### config.mk
export PLATFORM = sky130hd
export DESIGN_NAME = pcs_tx_ordered_set_ctrl
export DESIGN_NICKNAME = d
export VERILOG_FILES = /design/src/rtl/pcs_tx_ordered_set_ctrl.sv
export SDC_FILE = /design/constraint.sdc
export NUM_CORES = 1
export LEC_CHECK = 0
export BUFFER_PORTS_ARGS = -buffer_cell sky130_fd_sc_hd__buf_2
export CAP_MARGIN = 5
export CORE_UTILIZATION = 50
export CTS_BUF_LIST = sky130_fd_sc_hd__clkbuf_8 sky130_fd_sc_hd__clkbuf_16
export DETAILED_ROUTE_END_ITERATION = 12
export MAX_ROUTING_LAYER = met4
export PLACE_DENSITY = 0.81
export SLEW_MARGIN = 20
export SYNTH_ARGS = -nofsm -noshare
export SYNTH_HDL_FRONTEND = slang
export SYNTH_SLANG_ARGS = --single-unit
### constraint.sdc
create_clock -name GTX_CLK -period 2.29 [get_ports GTX_CLK]
set_clock_uncertainty 0.15 [all_clocks]
set_input_delay 0.5725 -clock GTX_CLK [delete_from_list [all_inputs] [get_ports GTX_CLK]]
set_output_delay 0.5725 -clock GTX_CLK [all_outputs]
set_load 0.02 [all_outputs]
### src/rtl/pcs_tx_ordered_set_ctrl.sv
// ---------------------------------------------------------------------------
// pcs_tx_ordered_set_ctrl
//
// Transmit ordered-set controller for a 1000BASE-X PCS. It sits between the
// GMII transmit interface and the 8b/10b encoder. Each GTX_CLK cycle it picks
// the octet for the encoder: idle pairs (/I1/ or /I2/), /S/, data, /T/, /R/
// or /V/. It also keeps /K28.5/ on even code-group positions.
//
// Ports:
//   GTX_CLK        in   transmit clock, rising edge
//   mr_main_reset  in   asynchronous active-low reset
//   TX_EN          in   GMII transmit enable
//   TX_ER          in   GMII transmit error (used only with PCS_TX_ERR_PROP_EN)
//   TXD[7:0]       in   GMII transmit data
//   tx_rd_pos      in   encoder running disparity, 1 = positive
//   tx_o_set[7:0]  out  octet to the encoder (registered)
//   tx_o_set_k     out  1 = tx_o_set is a K code group
//   tx_even        out  1 = tx_o_set occupies an even position
//   transmitting   out  1 from /S/ through the last /R/
//
// Parameters:
//   PWR_UP_IDLES   complete /I/ sets forced after reset before TX_EN counts (1-15)
//   INSERT_I1      1 = first idle after /T/R/ is /I1/ when disparity is positive
//
// Optional feature macro: PCS_TX_ERR_PROP_EN
//   Defined: TX_ER in a frame emits /V/; TX_EN=0, TX_ER=1, TXD=0F after the
//   frame end or in IDLE_K emits /R/ carrier extension.
//   Undefined: TX_ER is ignored.
//
// The current FSM state is r_state; the enum names are the state names.
// Handshake: none. GMII is sampled every rising edge and the chosen octet
// appears on tx_o_set one cycle later; there is no back-pressure.
// ---------------------------------------------------------------------------
module pcs_tx_ordered_set_ctrl #(
    parameter int PWR_UP_IDLES = 4,
    parameter int INSERT_I1    = 1
) (
    input  logic       GTX_CLK,
    input  logic       mr_main_reset,
    input  logic       TX_EN,
    input  logic       TX_ER,
    input  logic [7:0] TXD,
    input  logic       tx_rd_pos,
    output logic [7:0] tx_o_set,
    output logic       tx_o_set_k,
    output logic       tx_even,
    output logic       transmitting
);

    localparam logic [7:0] K28_5 = 8'hBC;
    localparam logic [7:0] D16_2 = 8'h50;
    localparam logic [7:0] D5_6  = 8'hC5;
    localparam logic [7:0] K27_7 = 8'hFB;   // /S/
    localparam logic [7:0] K29_7 = 8'hFD;   // /T/
    localparam logic [7:0] K23_7 = 8'hF7;   // /R/
    localparam logic [7:0] K30_7 = 8'hFE;   // /V/
    localparam logic [3:0] PWR_SAT = 4'(PWR_UP_IDLES);

    typedef enum logic [2:0] {
        IDLE_K = 3'd0,
        IDLE_D = 3'd1,
        START  = 3'd2,
        DATA   = 3'd3,
        END_T  = 3'd4,
        END_R1 = 3'd5,
        END_R2 = 3'd6
    } state_t;

    state_t     r_state;
    logic [7:0] r_o_set;
    logic       r_k;
    logic       r_even;
    logic       r_tx;
    logic [3:0] r_cnt;
    logic       r_drop;      // frame seen before power-up idles finished
    logic       r_after_r;   // IDLE_K directly follows an /R/

    state_t     w_next;
    logic [7:0] w_o_set;
    logic       w_k;
    logic       w_sat;
    logic       w_idle;
    logic       w_ext;
    logic       w_verr;
    logic       w_drop_nxt;

    assign w_sat  = (r_cnt == PWR_SAT);
    assign w_idle = (r_state == IDLE_K) || (r_state == IDLE_D);

`ifdef PCS_TX_ERR_PROP_EN
    assign w_ext  = !TX_EN && TX_ER && (TXD == 8'h0F);
    assign w_verr = TX_ER;
`else
    logic w_unused_tx_er;
    assign w_unused_tx_er = TX_ER;
    assign w_ext  = 1'b0;
    assign w_verr = 1'b0;
`endif

    // A frame that starts before the power-up idles finish is discarded in
    // full, so the drop flag is held until TX_EN is seen low.
    always_comb begin
        w_drop_nxt = r_drop;
        if (!TX_EN) begin
            w_drop_nxt = 1'b0;
        end else if (w_idle && !w_sat) begin
            w_drop_nxt = 1'b1;
        end
    end

    always_comb begin
        w_next  = IDLE_K;
        w_o_set = K28_5;
        w_k     = 1'b1;
        case (r_state)
            IDLE_K: begin
                if (w_ext) begin
                    w_next  = END_R1;
                    w_o_set = K23_7;
                end else begin
                    // TX_EN seen here does not cut the idle short: its D
                    // octet still goes out and START is decided on exit.
                    w_next = IDLE_D;
                    w_k    = 1'b0;
                    if ((INSERT_I1 != 0) && r_after_r && tx_rd_pos) begin
                        w_o_set = D5_6;
                    end else begin
                        w_o_set = D16_2;
                    end
                end
            end
            IDLE_D: begin
                if (TX_EN && w_sat && !r_drop && !r_even) begin
                    w_next  = START;
                    w_o_set = K27_7;
                end
            end
            START, DATA: begin
                if (TX_EN) begin
                    w_next = DATA;
                    if (w_verr) begin
                        w_o_set = K30_7;
                    end else begin
                        w_o_set = TXD;
                        w_k     = 1'b0;
                    end
                end else begin
                    w_next  = END_T;
                    w_o_set = K29_7;
                end
            end
            END_T: begin
                w_next  = END_R1;
                w_o_set = K23_7;
            end
            END_R1: begin
                if (w_ext) begin
                    w_next  = END_R1;
                    w_o_set = K23_7;
                end else if (r_even) begin
                    // Next slot is odd: pad one more /R/ so K28.5 lands even.
                    w_next  = END_R2;
                    w_o_set = K23_7;
                end
            end
            END_R2: begin
                if (w_ext) begin
                    w_next  = END_R1;
                    w_o_set = K23_7;
                end
            end
            default: begin
                w_next = IDLE_K;
            end
        endcase
    end

    always_ff @(posedge GTX_CLK or negedge mr_main_reset) begin
        if (!mr_main_reset) begin
            r_state   <= IDLE_K;
            r_o_set   <= K28_5;
            r_k       <= 1'b1;
            r_even    <= 1'b1;
            r_tx      <= 1'b0;
            r_cnt     <= 4'd0;
            r_drop    <= 1'b0;
            r_after_r <= 1'b0;
        end else begin
            r_state <= w_next;
            r_o_set <= w_o_set;
            r_k     <= w_k;
            r_even  <= ~r_even;
            r_tx    <= (w_next != IDLE_K) && (w_next != IDLE_D);
            r_drop  <= w_drop_nxt;
            if ((r_state == IDLE_D) && !w_sat) begin
                r_cnt <= r_cnt + 4'd1;
            end
            if (w_next == IDLE_K) begin
                r_after_r <= (r_state == END_R1) || (r_state == END_R2);
            end else if (w_next == IDLE_D) begin
                r_after_r <= 1'b0;
            end
        end
    end

    assign tx_o_set     = r_o_set;
    assign tx_o_set_k   = r_k;
    assign tx_even      = r_even;
    assign transmitting = r_tx;

endmodule
# Yosys cells after proc, flatten, opt, wreduce, memory -nomap -nowiden
# Index checks and enable logic that the tools add are counted.
# totals
reg_bits	20
in_bits	13
out_inout_bits	11
wordCells	52
# classes
n_addsub	1
eq_ne	10
muxes	15
n_bitwise	1
n_reduce_logical	17
# ops
operator	n
$pmux W8 S5	1
$mux W8	2
$pmux W3 S5	1
$mux W7	2
$eq A3 B3 Y1 const B	3
$logic_and A1 B1 Y1	7
$eq A3 B1 Y1 const B	2
$eq A3 B2 Y1 const B	2
$logic_not A3 Y1	2
$mux W3	2
$mux W1	5
$add A4 B1 Y4 const B	1
$eq A4 B3 Y1 const B	1
$logic_not A1 Y1	3
$ne A3 B1 Y1 const B	1
$reduce_bool A3 Y1	1
$logic_or A1 B1 Y1	2
$mux W2	1
$ne A2 B1 Y1 const B	1
$pmux W1 S2	1
$reduce_bool A2 Y1	1
$reduce_or A2 Y1	1
$not A1 Y1	1

# Depth between registers and ports, before layout
# Gate-level depths: netlist of run 1.
# logic_depth
ltp_word	9
depth_mapped	5

# Least setup slack after synthesis of run 1
# Ideal clock, no wire load.
# synth_timing
kind	register to register
startpoint	reg r_cnt[0]
endpoint	reg r_cnt[3]
arrival_ns	1.434
t_required_ns	2.017
path_slack_ns	0.583
stages_incl_launch_ff	6
n_path_buf	0
period_less_slack_ns	1.707
cell_sequence	dfrtp_1 -> inv_1 -> ha_1 -> and3b_1 -> or4_4 -> xnor2_1
# synth_between
elab_chain_len	3
elab_cells_between_ends	4
classes_between	add/sub (1); eq/ne (1); reduce/logical (2)
# synth_lines
element	line	source
start: declaration	74	logic [3:0] r_cnt;
start signal: assignment	196	r_cnt <= r_cnt + 4'd1;
parallel branches: the longest is 3 deep, another holds $add A4 B1 Y4	-	
# Several ways; the timed one is not identified.
# A chain may end at the register's enable or synchronous reset.

# Final worst setup path of run 1
# Same ends and word-level chain as after synthesis.

==> results.json, run 1 <==
{
  "max_slew_margin_pct": 71.3,
  "cts_tree": "done",
  "hold_viol": 0,
  "synth_nets": 99,
  "gr-total-overflow": 0,
  "clk_pin_slew_ns": 0.07,
  "fin_hold_ws_ns": 0.0964,
  "firstDrtPassIters": 4,
  "setup_tns_ns": 0,
  "fmax_mhz": 561,
  "grt_pass1_vias": 634,
  "mostFrequentLayoutCells": "buf_2, dfrtp_1, dfstp_2",
  "hpwl_um": 1270,
  "clk_latency_ns": 0.26,
  "cp_data_arrival_time_ns": 1.78,
  "syn_avg_cell_area_um2": 11.2,
  "post-route-min-period_ns": 1.78,
  "layout-drive-gt1-share_pct": 36.4,
  "drtAntennaViolNets": 0,
  "end_kind": "flip-flop",
  "area_growth_pct": 17.8,
  "synthCells": 84,
  "cts-root-buf": "clkbuf_8",
  "crit_fanout": 4,
  "gp_congestion": 0.825,
  "die_h_um": 45.3,
  "cp-endpoint": "r_cnt[3]",
  "path_class": "flip-flop to flip-flop",
  "drt_first_iter_violations": 11,
  "die_w_um": 45.3,
  "worstPathRequired_ns": 2.29,
  "grt_max_degree": 21,
  "p_per_area_nw_per_um2": 1240,
  "place_area_um2": 1050,
  "grt_setup_unrepaired": "no",
  "cts.path.max_buffers": 2,
  "std_cell_rows": 15,
  "antenna_found_initial": 0,
  "period_share_pct": 77.9,
  "startpoint": "r_cnt[0]",
  "synth_flop_cell": "dfrtp_1",
  "finalMaxSlewViolations": 0,
  "post-place-ws_ns": 0.511,
  "synth.area.mux_share_pct": 1.20,
  "r2r_slack_ns": 0.51,
  "stdcell_count": 132,
  "die_area_um2": 2050,
  "cellLeakagePower_uw": 0.000514,
  "nets": 123,
  "synth_cell_types": 36,
  "drt-total-wl_um": 1690,
  "start_kind": "flip-flop",
  "grt_pass1_wl_um": 2770,
  "r2r_end": "r_cnt[3]",
  "synth-xor-area-share_pct": 2.80,
  "timing.rr.start": "r_cnt[0]",
  "ys_async_sr_fraction_pct": 100,
  "synth_area_um2": 937,
  "drc": 0,
  "cts_resized": 0,
  "diodes": 0,
  "reg2regPathDepth": 5,
  "synthAdderAreaFrac_pct": 2.67,
  "synth_edf_count": 0,
  "core-area_um2": 1750,
  "cts_sinks": 20,
  "tightest_slew_ns": 0.430,
  "dp_cells": 128,
  "status": "finished clean",
  "cts_buffers": 3,
  "ctsHoldBuffers": 0,
  "io_pins": 24,
  "final_common_cell": "buf_2",
  "cts_max_level": 1,
  "yosys_warnings": 0,
  "max-vdd-ir-drop_mv": 0.657,
  "ys_seq_elements": 20,
  "maxCapViolCount": 0,
  "design_area_um2": 1100,
  "worst_slack_ns": 0.507,
  "yosys.area_share.simple_pct": 21.2,
  "synth_top_family_by_area": "simple AND/OR/NAND/NOR gates",
  "post-cts-setup-buffer-count": 0,
  "num_vias": 719,
  "routedWlPerCell_um": 12.8,
  "hold_class": "input pin to async pin",
  "start_util_pct": 53.7,
  "yosysSeqAreaShare_pct": 54.3,
  "via_per_inst": 5.45,
  "numPortBuffers": 22,
  "synth_compound_area_share_pct": 12.6,
  "finalSetupViolations": 0,
  "grt_use_total_pct": 19.6
}
-- flip-flops by register name, summed over array words and instances, names as in the netlist --
signal,flops
r_after_r,1
r_cnt,4
r_drop,1
r_state,3
transmitting,1
tx_even,1
tx_o_set,8
tx_o_set_k,1
-- synthesized netlist by cell type, types with 2 or more instances --
cell / number / share of area [%]
nand3_1: 5 / 2.7
nor2_1: 4 / 1.6
nand4_1: 3 / 2.0
dfrtp_1: 13 / 35
xnor2_1: 3 / 2.8
inv_1: 5 / 2.0
ha_1: 2 / 2.7
a21oi_1: 3 / 1.6
nand2_1: 5 / 2.0
nand3b_1: 3 / 2.4
nand2b_1: 2 / 1.3
buf_6: 2 / 2.4
o21ai_0: 5 / 2.7
dfstp_2: 7 / 20
-- metrics by stage --
stage | total power (uW) | util [%]
after floorplan | 1010 | -
after global placement | 1100 | 60.1
after detailed placement | 1120 | 60.1
after CTS | 1380 | 63.2
after global routing | 1460 | 63.2
final | 1370 | 63.2
-- layout make-up --
type,count,area (um2)
fillers,147,642
flip-flops and latches,20,509
multi-input cells,56,379
repair buffers,22,110
clock buffers,4,55.1
well taps,25,31.3
inverters,5,18.8
-- worst max-delay path: stages (launching register included) --
cell and delay, ns:
dfrtp_1 0.40, inv_1 0.06, ha_1 0.20, and3b_1 0.21, or4_4 0.51, xnor2_1 0.14
-- kinds of logic after synthesis --
| group | Yosys count |
|---|---|
| AND/OR/NAND/NOR | 33 |
| flip-flops | 20 |
| AO/OA/AOI/OAI | 17 |
| buffers and inverters | 8 |
| XOR/XNOR | 3 |
| adder cells (fa/ha/maj) | 2 |
| multiplexers | 1 |
-- where the power goes --
part           internal (uW)  switching [uW]
registers                501            99.1
clock network            153             110
logic                    206             303
total                    860             512
-- layer usage --
layer | vias up | part of all wire, % | routed length [um] | GRT usage [%]
met5 | - | 0 | 0 | -
met4 | 0 | 2.0 | 34 | 9.09
met3 | 5 | 2.8 | 47 | 2.40
met2 | 18 | 47 | 795 | 30.4
met1 | 351 | 48 | 809 | 25.4
li1 | 345 | - | - | -
-- how the worst min path moves through the flow --
stage                   to  slack [ns]
2_1_floorplan    r_after_r        0.13
3_3_place_gp      r_cnt[3]        0.32
3_5_place_dp      r_cnt[3]        0.32
4_1_cts        tx_o_set[1]        0.11
5_1_grt        tx_o_set[1]        0.13
6_report       tx_o_set[1]         0.1
Power figures use the tool's default switching activity.
==> inputs of run 2 (changes only) <==
clock period = 1.85 ns   (was 2.29 ns; I/O delays follow)
==> run 2 against run 1 <==
Effect of this change:
- global-route usage up 2.0 points
- flip-flop and latch count is the same
- critical path depth stayed put
- worst hold slack improved by 0.16 ns
- largest power group unchanged
- clock power rose by 25%
- sequential power is 22% higher
- critical path type unchanged
- first-iteration DRC count is 27% higher
==> results.json, run 2 (synthesized netlist as in run 1, its figures left out) <==
{
  "cts-root-buf": "clkbuf_8",
  "drt-total-wl_um": 1860,
  "timing.rr.start": "r_cnt[0]",
  "cts_buffers": 3,
  "hold_viol": 0,
  "finalSetupViolations": 0,
  "hold_class": "input pin to flip-flop",
  "fin_hold_ws_ns": 0.254,
  "antenna_found_initial": 0,
  "end_kind": "flip-flop",
  "grt_pass1_wl_um": 2940,
  "crit_fanout": 4,
  "min_from": "TXD[5]",
  "status": "finished clean",
  "cts_tree": "done",
  "p_per_area_nw_per_um2": 1540,
  "die_h_um": 45.3,
  "start_util_pct": 53.7,
  "nets": 126,
  "fmax_mhz": 563,
  "clk_pin_slew_ns": 0.07,
  "gp_congestion": 0.849,
  "cts_resized": 0,
  "period_share_pct": 96.1,
  "firstDrtPassIters": 4,
  "hold_depth": 2,
  "num_vias": 745,
  "diodes": 0,
  "cellLeakagePower_uw": 0.000529,
  "grt_use_total_pct": 21.6,
  "r2r_end": "r_cnt[3]",
  "worstPathRequired_ns": 1.85,
  "cts_sinks": 20,
  "die_w_um": 45.3,
  "numPortBuffers": 22,
  "core-area_um2": 1750,
  "die_area_um2": 2050,
  "routedWlPerCell_um": 13.8,
  "io_pins": 24,
  "drtAntennaViolNets": 0,
  "max_slew_margin_pct": 70.9,
  "path_class": "flip-flop to flip-flop",
  "clk_latency_ns": 0.26,
  "maxCapViolCount": 0,
  "grt_setup_unrepaired": "no",
  "cts_max_level": 1,
  "setup_tns_ns": 0,
  "layout-drive-gt1-share_pct": 37.3,
  "drt_first_iter_violations": 14,
  "std_cell_rows": 15,
  "tightest_slew_ns": 0.437,
  "startpoint": "r_cnt[0]",
  "gr-total-overflow": 0,
  "grt_pass1_vias": 684,
  "area_growth_pct": 20.4,
  "final_common_cell": "buf_2",
  "largest_reg_flops": 8,
  "post-route-min-period_ns": 1.78,
  "r2r_slack_ns": 0.07,
  "reg2regPathDepth": 5,
  "via_per_inst": 5.52,
  "cts.path.max_buffers": 2,
  "stdcell_count": 135,
  "drc": 0,
  "mostFrequentLayoutCells": "buf_2, dfrtp_1, dfstp_2",
  "cp_data_arrival_time_ns": 1.77,
  "hpwl_um": 1310,
  "dp_cells": 129,
  "grt_max_degree": 21,
  "holdPathEnd": "tx_o_set[5]",
  "max-vdd-ir-drop_mv": 0.832,
  "finalMaxSlewViolations": 0,
  "start_kind": "flip-flop"
}
[run 2: worst max path at each step]
stage | to | cells after the start
4_1_cts | r_cnt[3] | 5
3_3_place_gp | r_cnt[3] | 5
5_1_grt | r_cnt[3] | 5
3_5_place_dp | r_cnt[3] | 5
2_1_floorplan | r_cnt[3] | 5
6_report | r_cnt[3] | 5
[run 2: area by class of cell]
cell class                 count  area (um2)
timing repair buffer          25         135
fill                         153         617
sequential                    20         509
clock buffer                   4        55.1
inverter                       5        18.8
multi-input combinational     56         379
tap                           25        31.3
[run 2: metrics by stage]
stage               area (um2)  setup WS (ns)  power [uW]  utilization [%]
floorplan                  937          0.143        1250                -
global placement          1060          0.118        1380             60.5
detailed placement        1060         0.0645        1400             60.5
CTS                       1120         0.0623        1740             64.2
global route              1130         0.0119        1840             64.7
finish                    1130         0.0726        1730             64.7
[run 2: report_power, final]
part | total (uW) | switching (uW) | internal (uW)
sequential | 731 | 110 | 621
clock | 328 | 139 | 189
combinational | 674 | 404 | 270
[run 2: layer usage]
layer  vias up  part of all wire [%]  GRT usage, %
met5         -                     0             -
met4         0                   2.7          14.5
met3         7                   5.2          3.60
met2        31                    49          33.0
met1       356                    43          25.9
li1        351                     -             -
[run 2: worst max-delay path: stages, from the launching register on]
cell and delay [ns]:
dfrtp_1 0.40, inv_1 0.06, ha_1 0.21, and3b_1 0.20, or4_4 0.51, xnor2_1 0.13
[run 2: repair_timing]
item | 4_1_cts | 5_1_grt
setup endpoints to repair | 0 | 1
hold endpoints to repair | 13 | 0
buffers inserted | 0 | 1
hold buffers | 1 | 0
==> inputs of run 3 (changes only) <==
CTS_CLUSTER_DIAMETER = 200   (was default)
MAX_ROUTING_LAYER = default   (was met4)
==> run 3 against run 2 <==
Effect of this change:
- worst setup slack improved by 0.00086 ns
- maximum frequency about the same
- flip-flop and latch count unchanged
- die area unchanged
- sequential power about the same
- global-route usage decreased by 0.64 points
- sequential share of layout area unchanged
==> results.json, run 3 (synthesized netlist as in run 1, its figures left out) <==
{
  "fmax_mhz": 563,
  "grt_max_degree": 21,
  "gp_congestion": 0.836,
  "antenna_found_initial": 0,
  "stdcell_count": 135,
  "die_h_um": 45.3,
  "switching_power_uw": 653,
  "gr-total-overflow": 0,
  "largest_reg_flops": 8,
  "start_util_pct": 53.7,
  "path_class": "flip-flop to flip-flop",
  "core-area_um2": 1750,
  "end_kind": "flip-flop",
  "drc": 0,
  "timing.rr.start": "r_cnt[0]",
  "start_kind": "flip-flop",
  "hold_viol": 0,
  "netSwitchingFraction_pct": 37.7,
  "post-route-min-period_ns": 1.78,
  "worstPathRequired_ns": 1.85,
  "diodes": 0,
  "p_int_uw": 1080,
  "cts_tree": "done",
  "setup_tns_ns": 0,
  "firstDrtPassIters": 4,
  "fillers": 153,
  "area_growth_pct": 20.4,
  "hold_class": "input pin to flip-flop",
  "dp_cells": 129,
  "grt_setup_unrepaired": "no",
  "p_per_area_nw_per_um2": 1540,
  "die_w_um": 45.3,
  "grt_pass1_vias": 686,
  "die_area_um2": 2050,
  "p_comb_share_pct": 38.9,
  "routedWlPerCell_um": 13.8,
  "utilization_pct": 64.7,
  "via_per_inst": 5.52,
  "final_common_cell": "buf_2",
  "grt_use_total_pct": 20.9,
  "tightest_slew_ns": 0.437,
  "hpwl_um": 1310,
  "clk_latency_ns": 0.26,
  "seq_power_share_pct": 42.2,
  "crit_fanout": 4,
  "cts_buffers": 3,
  "cellLeakagePower_uw": 0.000529,
  "std_cell_rows": 15,
  "clockPowerShare_pct": 18.9,
  "grt_pass1_wl_um": 2940,
  "finalMaxSlewViolations": 0,
  "num_vias": 745,
  "nets": 126,
  "cts.path.max_buffers": 2,
  "drt_first_iter_violations": 14,
  "mostFrequentLayoutCells": "buf_2, dfrtp_1, dfstp_2",
  "max-vdd-ir-drop_mv": 0.831,
  "numPortBuffers": 22,
  "status": "finished clean",
  "maxCapViolCount": 0,
  "max_slew_margin_pct": 70.9,
  "drt-total-wl_um": 1860,
  "min_from": "TXD[5]",
  "period_share_pct": 96.0,
  "clk_pin_slew_ns": 0.07,
  "cts_sinks": 20,
  "drtAntennaViolNets": 0,
  "startpoint": "r_cnt[0]",
  "cts-root-buf": "clkbuf_8",
  "finalSetupViolations": 0,
  "layout-drive-gt1-share_pct": 37.3,
  "cts_max_level": 1,
  "cp_data_arrival_time_ns": 1.77,
  "io_pins": 24
}
-- run 3: cell counts in the layout (fill, tap and decap cells not counted) --
Identical to the previous run, type by type.
-- run 3: layer usage --
metal | routed length [um] | up-vias | track usage (%)
li1 | - | 351 | -
met1 | 793 | 354 | 25.6
met3 | 108 | 7 | 4.00
met4 | 50 | 0 | 14.5
met5 | 0 | - | 0
met2 | 904 | 33 | 33.0
-- run 3: cell type report --
class                           count  area, um2  share of cell area, %
Tap cell                           25       31.3                   2.77
Sequential cell                    20        509                   45.1
Timing Repair Buffer               25        135                   12.0
Inverter                            5       18.8                   1.66
Multi-Input combinational cell     56        379                   33.6
Clock buffer                        4       55.1                   4.88
-- run 3: repair_timing --
item / 4_1_cts / 5_1_grt
setup buffers: 0 / 1
hold endpoints to repair: 13 / 0
gates resized for setup: 0 / 0
setup endpoints to repair: 0 / 1
hold buffers: 1 / 0
-- run 3: path summary, 6_finish.rpt --
check | endpoint | slack (ns) | cells after the start
max reg2reg | r_cnt[3] | 0.07 | 5
max | r_cnt[3] | 0.07 | 5
min in group asynchronous | tx_o_set[0] | 0.53 | 2
max in group asynchronous | tx_o_set[5] | 0.69 | 2
min | tx_o_set[5] | 0.25 | 2
min reg2reg | tx_even | 0.35 | 1
-- run 3: power by group through the flow --
stage / Clock, uW / Sequential, uW / Combinational (uW)
after floorplan: 0 / 817 / 429
after global placement: 0 / 731 / 644
after detailed placement: 0 / 738 / 666
after CTS: 334 / 732 / 676
after global routing: 353 / 756 / 732
final: 328 / 731 / 674
-- run 3: per-stage QoR --
stage	total power (uW)	setup slack [ns]	cell area, um2	hold slack, ns
after floorplan	1250	0.143	937	0.0169
after global placement	1380	0.118	1060	0.272
after detailed placement	1400	0.0645	1060	0.273
after CTS	1740	0.0623	1120	0.252
after global routing	1840	0.0119	1130	0.253
final	1730	0.0735	1130	0.254
-- run 3: critical path, stage by stage (launching register included) --
cell	delay [ns]
dfrtp_1	0.40
inv_1	0.06
ha_1	0.21
and3b_1	0.20
or4_4	0.51
xnor2_1	0.13
